$ cat src/rtl/uart_probe_bridge.sv
// uart_probe_bridge: UART transmitter gated by CTS plus a receiver feeding a first-word-fall-through FIFO
//   clk, rst                      : clock, asynchronous active-high reset
//   tx_data, tx_valid, tx_ready   : TX word and handshake (ready only while TX is idle)
//   cts                           : clear-to-send, checked only before a frame starts
//   uart_tx, uart_rx              : serial out (idle 1) and asynchronous serial in
//   rx_data, rx_valid, rx_ready   : RX FIFO head and pop handshake
//   rx_level, rts                 : FIFO occupancy and "not full" flow-control output
//   frame_err, overrun, err_clr   : bad-stop pulse, sticky dropped-frame flag and its clear
module uart_probe_bridge #(
   parameter int CLK_DIV    = 16,
   parameter int DATA_BITS  = 8,
   parameter int STOP_BITS  = 1,
   parameter int FIFO_DEPTH = 4
) (
   input  logic                          clk,
   input  logic                          rst,
   input  logic [DATA_BITS-1:0]          tx_data,
   input  logic                          tx_valid,
   output logic                          tx_ready,
   input  logic                          cts,
   output logic                          uart_tx,
   input  logic                          uart_rx,
   output logic [DATA_BITS-1:0]          rx_data,
   output logic                          rx_valid,
   input  logic                          rx_ready,
   output logic [$clog2(FIFO_DEPTH):0]   rx_level,
   output logic                          rts,
   output logic                          frame_err,
   output logic                          overrun,
   input  logic                          err_clr
);
   localparam int AW = $clog2(FIFO_DEPTH);
   localparam int LW = AW + 1;
   localparam logic [12:0]   TX_BIT_END  = 13'(CLK_DIV - 1);
   localparam logic [12:0]   TX_STOP_END = 13'(STOP_BITS * CLK_DIV - 1);
   localparam logic [11:0]   RX_HALF_END = 12'(CLK_DIV / 2 - 1);
   localparam logic [11:0]   RX_BIT_END  = 12'(CLK_DIV - 1);
   localparam logic [2:0]    DB_END      = 3'(DATA_BITS - 1);
   localparam logic [LW-1:0] FULL_LVL    = LW'(FIFO_DEPTH);
   typedef enum logic [2:0] {TX_IDLE, TX_WAIT_CTS, TX_START, TX_DATA, TX_STOP} tx_state_t;
   typedef enum logic [1:0] {RX_IDLE, RX_START, RX_DATA, RX_STOP} rx_state_t;
   tx_state_t r_tx_state, w_tx_next;
   logic [12:0] r_tx_cnt;
   logic [2:0] r_tx_bit;
   logic [DATA_BITS-1:0] r_tx_sh;
   logic r_tx, w_tx_end, w_tx_acc, w_tx_bit;
   rx_state_t r_rx_state, w_rx_next;
   logic r_rx_s1, r_rx_s2, r_rx_prev;
   logic [11:0] r_rx_cnt;
   logic [2:0] r_rx_bit;
   logic [DATA_BITS-1:0] r_rx_sh;
   logic r_ferr, r_ovr;
   logic w_rx_half, w_rx_bend, w_stop_smp, w_push_req, w_push, w_pop, w_full;
   logic [DATA_BITS-1:0] r_mem [FIFO_DEPTH];
   logic [AW-1:0] r_wp, r_rp;
   logic [LW-1:0] r_level;
   // tx_ready is masked by rst so it reads 0 while reset is held, yet 1 the first cycle after release
   assign tx_ready = (r_tx_state == TX_IDLE) && !rst;
   assign w_tx_acc = tx_valid && tx_ready;
   assign w_tx_end = r_tx_cnt == ((r_tx_state == TX_STOP) ? TX_STOP_END : TX_BIT_END);
   assign w_tx_bit = (r_tx_state == TX_START) ? 1'b0 : (r_tx_state == TX_DATA) ? r_tx_sh[0] : 1'b1;
   assign uart_tx  = r_tx;
   always_comb begin
      w_tx_next = r_tx_state;
      case (r_tx_state)
         TX_IDLE:     if (w_tx_acc) w_tx_next = cts ? TX_START : TX_WAIT_CTS;
         TX_WAIT_CTS: if (cts) w_tx_next = TX_START;
         TX_START:    if (w_tx_end) w_tx_next = TX_DATA;
         TX_DATA:     if (w_tx_end && r_tx_bit == DB_END) w_tx_next = TX_STOP;
         TX_STOP:     if (w_tx_end) w_tx_next = TX_IDLE;
         default:     w_tx_next = TX_IDLE;
      endcase
   end
   always_ff @(posedge clk or posedge rst) begin
      if (rst) r_tx_state <= TX_IDLE;
      else r_tx_state <= w_tx_next;
   end
   // uart_tx is the registered line level, so it trails the state by one cycle
   always_ff @(posedge clk or posedge rst) begin
      if (rst) begin
         r_tx     <= 1'b1;
         r_tx_cnt <= '0;
         r_tx_bit <= '0;
         r_tx_sh  <= '0;
      end else begin
         r_tx     <= w_tx_bit;
         r_tx_cnt <= (w_tx_end || r_tx_state == TX_IDLE || r_tx_state == TX_WAIT_CTS) ? '0 : r_tx_cnt + 13'd1;
         r_tx_bit <= (r_tx_state != TX_DATA) ? 3'd0 : w_tx_end ? r_tx_bit + 3'd1 : r_tx_bit;
         r_tx_sh  <= w_tx_acc ? tx_data : (r_tx_state == TX_DATA && w_tx_end) ? r_tx_sh >> 1 : r_tx_sh;
      end
   end
   assign w_rx_half  = r_rx_cnt == RX_HALF_END;
   assign w_rx_bend  = r_rx_cnt == RX_BIT_END;
   assign w_stop_smp = (r_rx_state == RX_STOP) && w_rx_bend;
   assign w_push_req = w_stop_smp && r_rx_s2;
   always_comb begin
      w_rx_next = r_rx_state;
      case (r_rx_state)
         RX_IDLE:  if (r_rx_prev && !r_rx_s2) w_rx_next = RX_START;
         RX_START: if (w_rx_half) w_rx_next = r_rx_s2 ? RX_IDLE : RX_DATA;
         RX_DATA:  if (w_rx_bend && r_rx_bit == DB_END) w_rx_next = RX_STOP;
         RX_STOP:  if (w_rx_bend) w_rx_next = RX_IDLE;
         default:  w_rx_next = RX_IDLE;
      endcase
   end
   always_ff @(posedge clk or posedge rst) begin
      if (rst) r_rx_state <= RX_IDLE;
      else r_rx_state <= w_rx_next;
   end
   // counter restarts on every state change, so samples land mid-bit after the half-bit start delay
   always_ff @(posedge clk or posedge rst) begin
      if (rst) begin
         r_rx_s1   <= 1'b1;
         r_rx_s2   <= 1'b1;
         r_rx_prev <= 1'b1;
         r_rx_cnt  <= '0;
         r_rx_bit  <= '0;
         r_rx_sh   <= '0;
         r_ferr    <= 1'b0;
         r_ovr     <= 1'b0;
      end else begin
         r_rx_s1   <= uart_rx;
         r_rx_s2   <= r_rx_s1;
         r_rx_prev <= r_rx_s2;
         r_rx_cnt  <= (w_rx_next != r_rx_state || r_rx_state == RX_IDLE || w_rx_bend) ? '0 : r_rx_cnt + 12'd1;
         r_rx_bit  <= (r_rx_state != RX_DATA) ? 3'd0 : w_rx_bend ? r_rx_bit + 3'd1 : r_rx_bit;
         r_rx_sh   <= (r_rx_state == RX_DATA && w_rx_bend) ? {r_rx_s2, r_rx_sh[DATA_BITS-1:1]} : r_rx_sh;
         r_ferr    <= w_stop_smp && !r_rx_s2;
         r_ovr     <= (w_push_req && w_full && !w_pop) ? 1'b1 : err_clr ? 1'b0 : r_ovr;
      end
   end
   // a pop in the same cycle frees the slot, so a push into a full FIFO still succeeds
   assign w_full    = r_level == FULL_LVL;
   assign w_pop     = rx_valid && rx_ready;
   assign w_push    = w_push_req && (!w_full || w_pop);
   assign rx_valid  = r_level != '0;
   assign rx_data   = r_mem[r_rp];
   assign rx_level  = r_level;
   assign rts       = !w_full;
   assign frame_err = r_ferr;
   assign overrun   = r_ovr;
   always_ff @(posedge clk) begin
      if (w_push) r_mem[r_wp] <= r_rx_sh;
   end
   always_ff @(posedge clk or posedge rst) begin
      if (rst) begin
         r_wp    <= '0;
         r_rp    <= '0;
         r_level <= '0;
      end else begin
         r_wp    <= w_push ? r_wp + AW'(1) : r_wp;
         r_rp    <= w_pop ? r_rp + AW'(1) : r_rp;
         r_level <= (w_push && !w_pop) ? r_level + LW'(1) : (w_pop && !w_push) ? r_level - LW'(1) : r_level;
      end
   end
endmodule

$ cat config.mk
export PLATFORM = sky130hd
export DESIGN_NAME = uart_probe_bridge
export DESIGN_NICKNAME = d
export VERILOG_FILES = /design/src/rtl/uart_probe_bridge.sv
export SDC_FILE = /design/constraint.sdc
export NUM_CORES = 1
export LEC_CHECK = 0
export ABC_CLOCK_PERIOD_IN_PS = 3000
export BUFFER_PORTS_ARGS = -buffer_cell sky130_fd_sc_hd__buf_2
export CAP_MARGIN = 20
export CORE_MARGIN = 2
export CORE_UTILIZATION = 26
export DETAILED_ROUTE_END_ITERATION = 8
export GPL_TIMING_DRIVEN = 0
export SYNTH_ARGS = -nofsm -noshare
export SYNTH_HDL_FRONTEND = slang
export SYNTH_SLANG_ARGS = --single-unit
$ cat constraint.sdc
create_clock -name clk -period 3 [get_ports clk]
set_clock_uncertainty 0.05 [all_clocks]
set_input_delay 0.45 -clock clk [delete_from_list [all_inputs] [get_ports clk]]
set_output_delay 0.45 -clock clk [all_outputs]
set_load 0.1 [all_outputs]
==> results.txt, run 1 <==
H-tree depth = 3
period utilization = 94.2%
Max Cap Viol = 0
crit-path cells = nor4_1 > nand3_4 > nor3_4 > ha_1 > inv_1 > fa_1 > xor2_1 > nor2_1 > xor2_1
clock buffer depth = 2
DIE WIDTH = 132 µm
area delta synth->final = 19.2%
first-pass GRT wire length = 13.9 mm
core region area = 0.0159 mm²
Post-Synthesis Cell Area = 0.00426 mm²
met2 wire len = 3.77 mm
pin count of the biggest net entering global routing = 43
top area cells in the synthesized netlist = dfrtp_1 (36%), edfxtp_1 (23%), mux4_2 (4.2%)
Synth top area share = 35.8%
vias in the first global route = 2825
Post-CTS Hold Fix Bufs = 0
Max IR drop VDD = 0.000406 V
most frequent cells after synthesis = dfrtp_1 (61), nor2_1 (40), edfxtp_1 (32), xnor2_1 (20), nand2_1 (17)
I/O Pins = 32
post-route insts no fill = 609
RR Startpoint = r_rx_cnt[9]
max frequency = 354 MHz
Post-synth ARST share = 67.0%
WP depth = 9
dpl ws = -112 ps
DR vias/cell = 4.39
drt total wl = 7.87 mm
RR Endpoint = rx_level[2]
Post-synth EDFFs = 32
HP Class = primary input to async pin
Post-DRT Antenna Nets = 0
Final Cell Area = 0.00508 mm²
placed wire-length estimate = 5.32 mm
initial DRC count = 91
Worst Setup SP = r_rx_cnt[9]
most common cell in the netlist = dfrtp_1
number of buffers added on ports = 31
outcome = finished, final reports clean
worst stage delay on the critical path = 630 ps
Sw Pwr = 1.51 mW
Synth warnings = 0
CP max stage cell = nor4_1
Vias = 2671
Worst R2R Setup Slack = 170 ps
final setup fails = 0
Total Power = 4.04 mW
Antenna Cells = 0
Mean Syn Cell Area = 12.5 µm²
RSZ-0062 raised after global routing = false
initial antenna violation count = 0
clk_lat worst skew = 350 ps
Clock power frac = 28.4%
Setup TNS = 0 ps
Most Frequent Cell on Critical Path = xor2_1
Synth Instances = 341
Cell Count Post-Placement = 589
crit path DAT = 3050 ps
CP required = 3220 ps
First-pass DRT Iterations = 4
die area = 0.0174 mm²
reg2reg path depth = 9
post-synth top area cell = dfrtp_1
crit path time final = 2830 ps
Top delay family on crit path = simple AND/OR/NAND/NOR gates
Num CTS Buffers = 9
Avg WL per Cell = 12.9 µm
Die Y = 132 µm
CP Launch Type = register
top layer in use = met4
GP Congestion = 0.752
Worst-path clk slew = 80 ps
Reg power frac = 42.9%
Sink Count = 97
relative slew slack = 46.3%
final slew viol count = 0
power density cells = 795 mW/mm²
CTS tree = done
worst path buffer plus inverter count = 1
synthesized flop and latch total = 97
leakage power = 2.14 nW
global-route usage over all layers = 9.86%
worst-margin pin slew = 805 ps
Fin Hold WS = 131 ps
Core Util, Final = 31.9%
drt drc = 0
Main synth FF type = dfrtp_1
row count = 46
post-synth net total = 368
switch share = 37.5%
met1 WL = 3.73 mm
CP Max Fanout = 8
PnR worst setup slack = 173 ps
# nets final = 415
CP endpoint kind = register
distinct cell type count after synthesis = 46
sequential area share after synthesis = 60.9%
WL met3 = 280 µm
crit path to = rx_level[2]
kind of critical path = register to register
Fin. Hold Viols = 0
combinational fraction of design power = 28.8%
placed instance area = 0.00473 mm²
layout cells sized above 1 = 23.2%
Initial Util = 26.7%
Clk Tree Root Cell = clkbuf_16
grt total ovfl = 0
internal power = 2.52 mW
layout by cell type (no fill, tap or decap), types with 3 or more instances in the layout:
master and n:
inv_1 10, inv_6 3, buf_2 34, nor3_1 14
dfrtp_1 59, edfxtp_1 32, xnor2_1 20, and2_1 5
dfstp_2 4, nor4_1 6, a31oi_1 9, buf_4 4
ha_1 11, clkbuf_1 10, clkbuf_16 9, nand4_1 6
nor2_1 40, mux2_2 11, nand3_1 9, a21oi_1 10
nand2_1 17, o21ai_0 10, mux4_2 8, xor2_1 10
worst min-delay path by stage:
stage                      end  startpoint  slack (ps)  cells after the start
detailed placement     r_rx_s2     r_rx_s1         310                      0
CTS                 r_tx_sh[0]         rst         130                      2
global route           r_rx_s1     uart_rx         150                      1
finish              r_tx_sh[0]         rst         130                      2
floorplan              r_rx_s2     r_rx_s1         300                      0
global placement       r_rx_s2     r_rx_s1         320                      0
cell families after synthesis:
| logic type | after synthesis | synth area share, % |
|---|---|---|
| mux | 21 | 7.61 |
| buf+inv | 26 | 2.56 |
| flops | 97 | 60.9 |
| fa+ha+maj | 12 | 3.70 |
| compound gates | 39 | 5.61 |
| simple gates | 116 | 13.5 |
| xor+xnor | 30 | 6.17 |
layer usage:
layer	up-vias	global-route usage, %
li1	1311	-
met1	1313	13.2
met2	41	15.3
met3	6	3.00
met4	0	3.26
met5	-	0
final cells by class:
cell class | instances | area, µm²
Fill cell | 1614 | 10900
Tap cell | 216 | 270
Buffer | 15 | 67.6
Clock buffer | 9 | 225
Timing Repair Buffer | 36 | 205
Clock inverter | 7 | 78.8
Multi-Input combinational cell | 218 | 1600
Sequential cell | 97 | 2590
Inverter | 11 | 41.3
repair_timing:
action | CTS | global route
hold endpoints to repair | 0 | 0
resized for setup | 2 | 1
setup buffers | 0 | 4
setup endpoints to repair | 2 | 2
pin swaps | 0 | 1
state kept, by name, summed over array words and instances, names as in the netlist, 2 cells and up:
name,flops
r_mem,32
r_tx_cnt,13
r_tx_bit,3
r_tx_sh,8
r_rp,2
r_rx_sh,8
r_tx_state,3
r_rx_state,2
r_rx_bit,3
rx_level,3
r_rx_cnt,12
r_wp,2
power groups by stage:
| stage | registers (mW) | logic [mW] | clock network (mW) |
|---|---|---|---|
| after floorplan | 1.92 | 0.749 | 0 |
| after global placement | 1.74 | 1.14 | 0 |
| after detailed placement | 1.76 | 1.17 | 0 |
| after CTS | 1.73 | 1.18 | 1.18 |
| after global routing | 1.76 | 1.27 | 1.24 |
| final | 1.73 | 1.16 | 1.15 |
worst reg2reg max path: stages (launching register included):
cell and delay [ps]:
dfrtp_1 430, nor4_1 630, nand3_4 270, nor3_4 250
ha_1 220, inv_1 60, fa_1 370, xor2_1 170
nor2_1 130, xor2_1 170
(Power assumes the default switching activity.)
==> run 2, diff against run 1 <==
==> constraint.sdc (replaced) <==
create_clock -name clk -period 3 [get_ports clk]
set_clock_uncertainty 0.05 [all_clocks]
set_input_delay 0.6 -clock clk [delete_from_list [all_inputs] [get_ports clk]]
set_output_delay 0.6 -clock clk [all_outputs]
set_load 0.1 [all_outputs]
==> run 2 against run 1 <==
Critical endpoint unchanged. First-iteration DRC count up 3.3%. Final area about the same. Clock power about the same.
==> results.txt, run 2 (synthesis results as in run 1) <==
Avg WL per Cell = 12.9 µm (about the same)
leakage power = 2.14 nW (about the same)
Worst R2R Setup Slack = 170 ps (about the same)
drt total wl = 7.85 mm (-0.20%)
First-pass DRT Iterations = 4 (unchanged)
initial antenna violation count = 0 (unchanged)
vias in the first global route = 2825 (unchanged)
core region area = 0.0159 mm² (unchanged)
Post-CTS Hold Fix Bufs = 0 (unchanged)
final slew viol count = 0 (unchanged)
row count = 46 (unchanged)
clock buffer depth = 2 (unchanged)
Fin Hold WS = 278 ps (+148 ps)
DIE WIDTH = 132 µm (unchanged)
Fill cells = 1613 (-0.062%)
largest registers = r_mem: 32 flops, r_tx_cnt: 13 flops, r_rx_cnt: 12 flops
I/O Pins = 32 (unchanged)
Antenna Cells = 0 (unchanged)
period utilization = 94.2% (about the same)
Clk Tree Root Cell = clkbuf_16
Post-DRT Antenna Nets = 0 (unchanged)
layout cells sized above 1 = 23.2% (+0.059 points)
Largest register FFs = 32 (unchanged)
RSZ-0062 raised after global routing = false
pin count of the biggest net entering global routing = 43 (unchanged)
power density cells = 794 mW/mm² (about the same)
# nets final = 414 (-0.24%)
CP Launch Type = register
Fin. Hold Viols = 0 (unchanged)
Num CTS Buffers = 9 (unchanged)
Die Y = 132 µm (unchanged)
Sink Count = 97 (unchanged)
global-route usage over all layers = 9.86% (unchanged)
commonest non-fill, non-tap cell in the layout = dfrtp_1
GP Congestion = 0.752 (unchanged)
crit path time final = 2830 ps (-1.53 ps)
CP Max Fanout = 8 (unchanged)
DR vias/cell = 4.43 (+0.95%)
CTS tree = done
Vias = 2692 (+0.79%)
CP endpoint kind = register
Worst-path clk slew = 80 ps (about the same)
crit path DAT = 3050 ps (about the same)
placed wire-length estimate = 5.32 mm (unchanged)
worst-margin pin slew = 656 ps (-149 ps)
first-pass GRT wire length = 13.9 mm (unchanged)
HP Class = primary input to async pin
Cell Count Post-Placement = 589 (unchanged)
initial DRC count = 94 (+3.3%)
Top reg by flops = r_mem
Max IR drop VDD = 0.000406 V (about the same)
die area = 0.0174 mm² (unchanged)
Setup TNS = 0 ps (unchanged)
Total Power = 4.03 mW (-0.17%)
area delta synth->final = 19.2% (about the same)
relative slew slack = 55.9% (+9.5 points)
Max Cap Viol = 0 (unchanged)
grt total ovfl = 0 (unchanged)
outcome = finished, final reports clean
Initial Util = 26.7% (unchanged)
H-tree depth = 3 (unchanged)
post-route insts no fill = 608 (-0.16%)
number of buffers added on ports = 31 (unchanged)
kind of critical path = register to register
clk_lat worst skew = 350 ps (about the same)
max frequency = 354 MHz (about the same)
drt drc = 0 (unchanged)
CP required = 3220 ps (about the same)
final setup fails = 0 (unchanged)
commonest cells after routing, fill and taps aside = dfrtp_1 (59), nor2_1 (40), buf_2 (34)
## run 2: cell count changes in the layout (fill, tap and decap cells not counted), sizes merged
cell | before | now
clkbuf | 19 | 18
## run 2: final cells by class
cell class / count / area [µm²] / share of cell area [%]
well taps: 216 / 270 / 5.33
repair buffers: 36 / 205 / 4.04
flip-flops and latches: 97 / 2590 / 51.1
clock buffers: 9 / 225 / 4.44
clock inverters: 7 / 78.8 / 1.55
inverters: 11 / 41.3 / 0.814
multi-input cells: 218 / 1600 / 31.4
plain buffers: 14 / 63.8 / 1.26
## run 2: per-layer routing
metal	vias up	share of wire, %	global-route usage, %
li1	1308	-	-
met4	0	1.5	3.26
met1	1339	48	13.2
met3	8	3.5	3.00
met5	-	0	0
met2	37	47	15.3
## run 2: worst max-delay path, stage by stage (launching register included)
cell and delay [ps]:
dfrtp_1 430, nor4_1 620, nand3_4 270, nor3_4 260
ha_1 220, inv_1 60, fa_1 370, xor2_1 170
nor2_1 130, xor2_1 170
## run 2: final timing paths
check	depth (start not counted)	start	to
max in group asynchronous	3	rst	r_rx_s2
hold reg to reg	0	r_rx_s1	r_rx_s2
setup / recovery	9	r_rx_cnt[9]	rx_level[2]
hold / removal	2	rst	r_tx_sh[0]
setup reg to reg	9	r_rx_cnt[9]	rx_level[2]
min in group clk	1	uart_rx	r_rx_s1
## run 2: metrics by stage
step | area, µm² | setup WS, ps | utilization, %
after floorplan | 4280 | 11.1 | -
after global placement | 4710 | -370 | 29.5
after detailed placement | 4730 | -112 | 29.6
after CTS | 5040 | 58.9 | 31.6
after global routing | 5070 | 10.9 | 31.8
final | 5070 | 174 | 31.8
## run 2: repair_timing
item	in CTS	in global routing
pin swaps	0	1
gates resized for setup	2	1
buffers inserted	0	4
endpoints found under the setup margin	2	3
## run 2: power breakdown
| group | internal, mW | switching, mW |
|---|---|---|
| Sequential | 1.56 | 0.202 |
| Clock | 0.593 | 0.552 |
| Combinational | 0.363 | 0.756 |
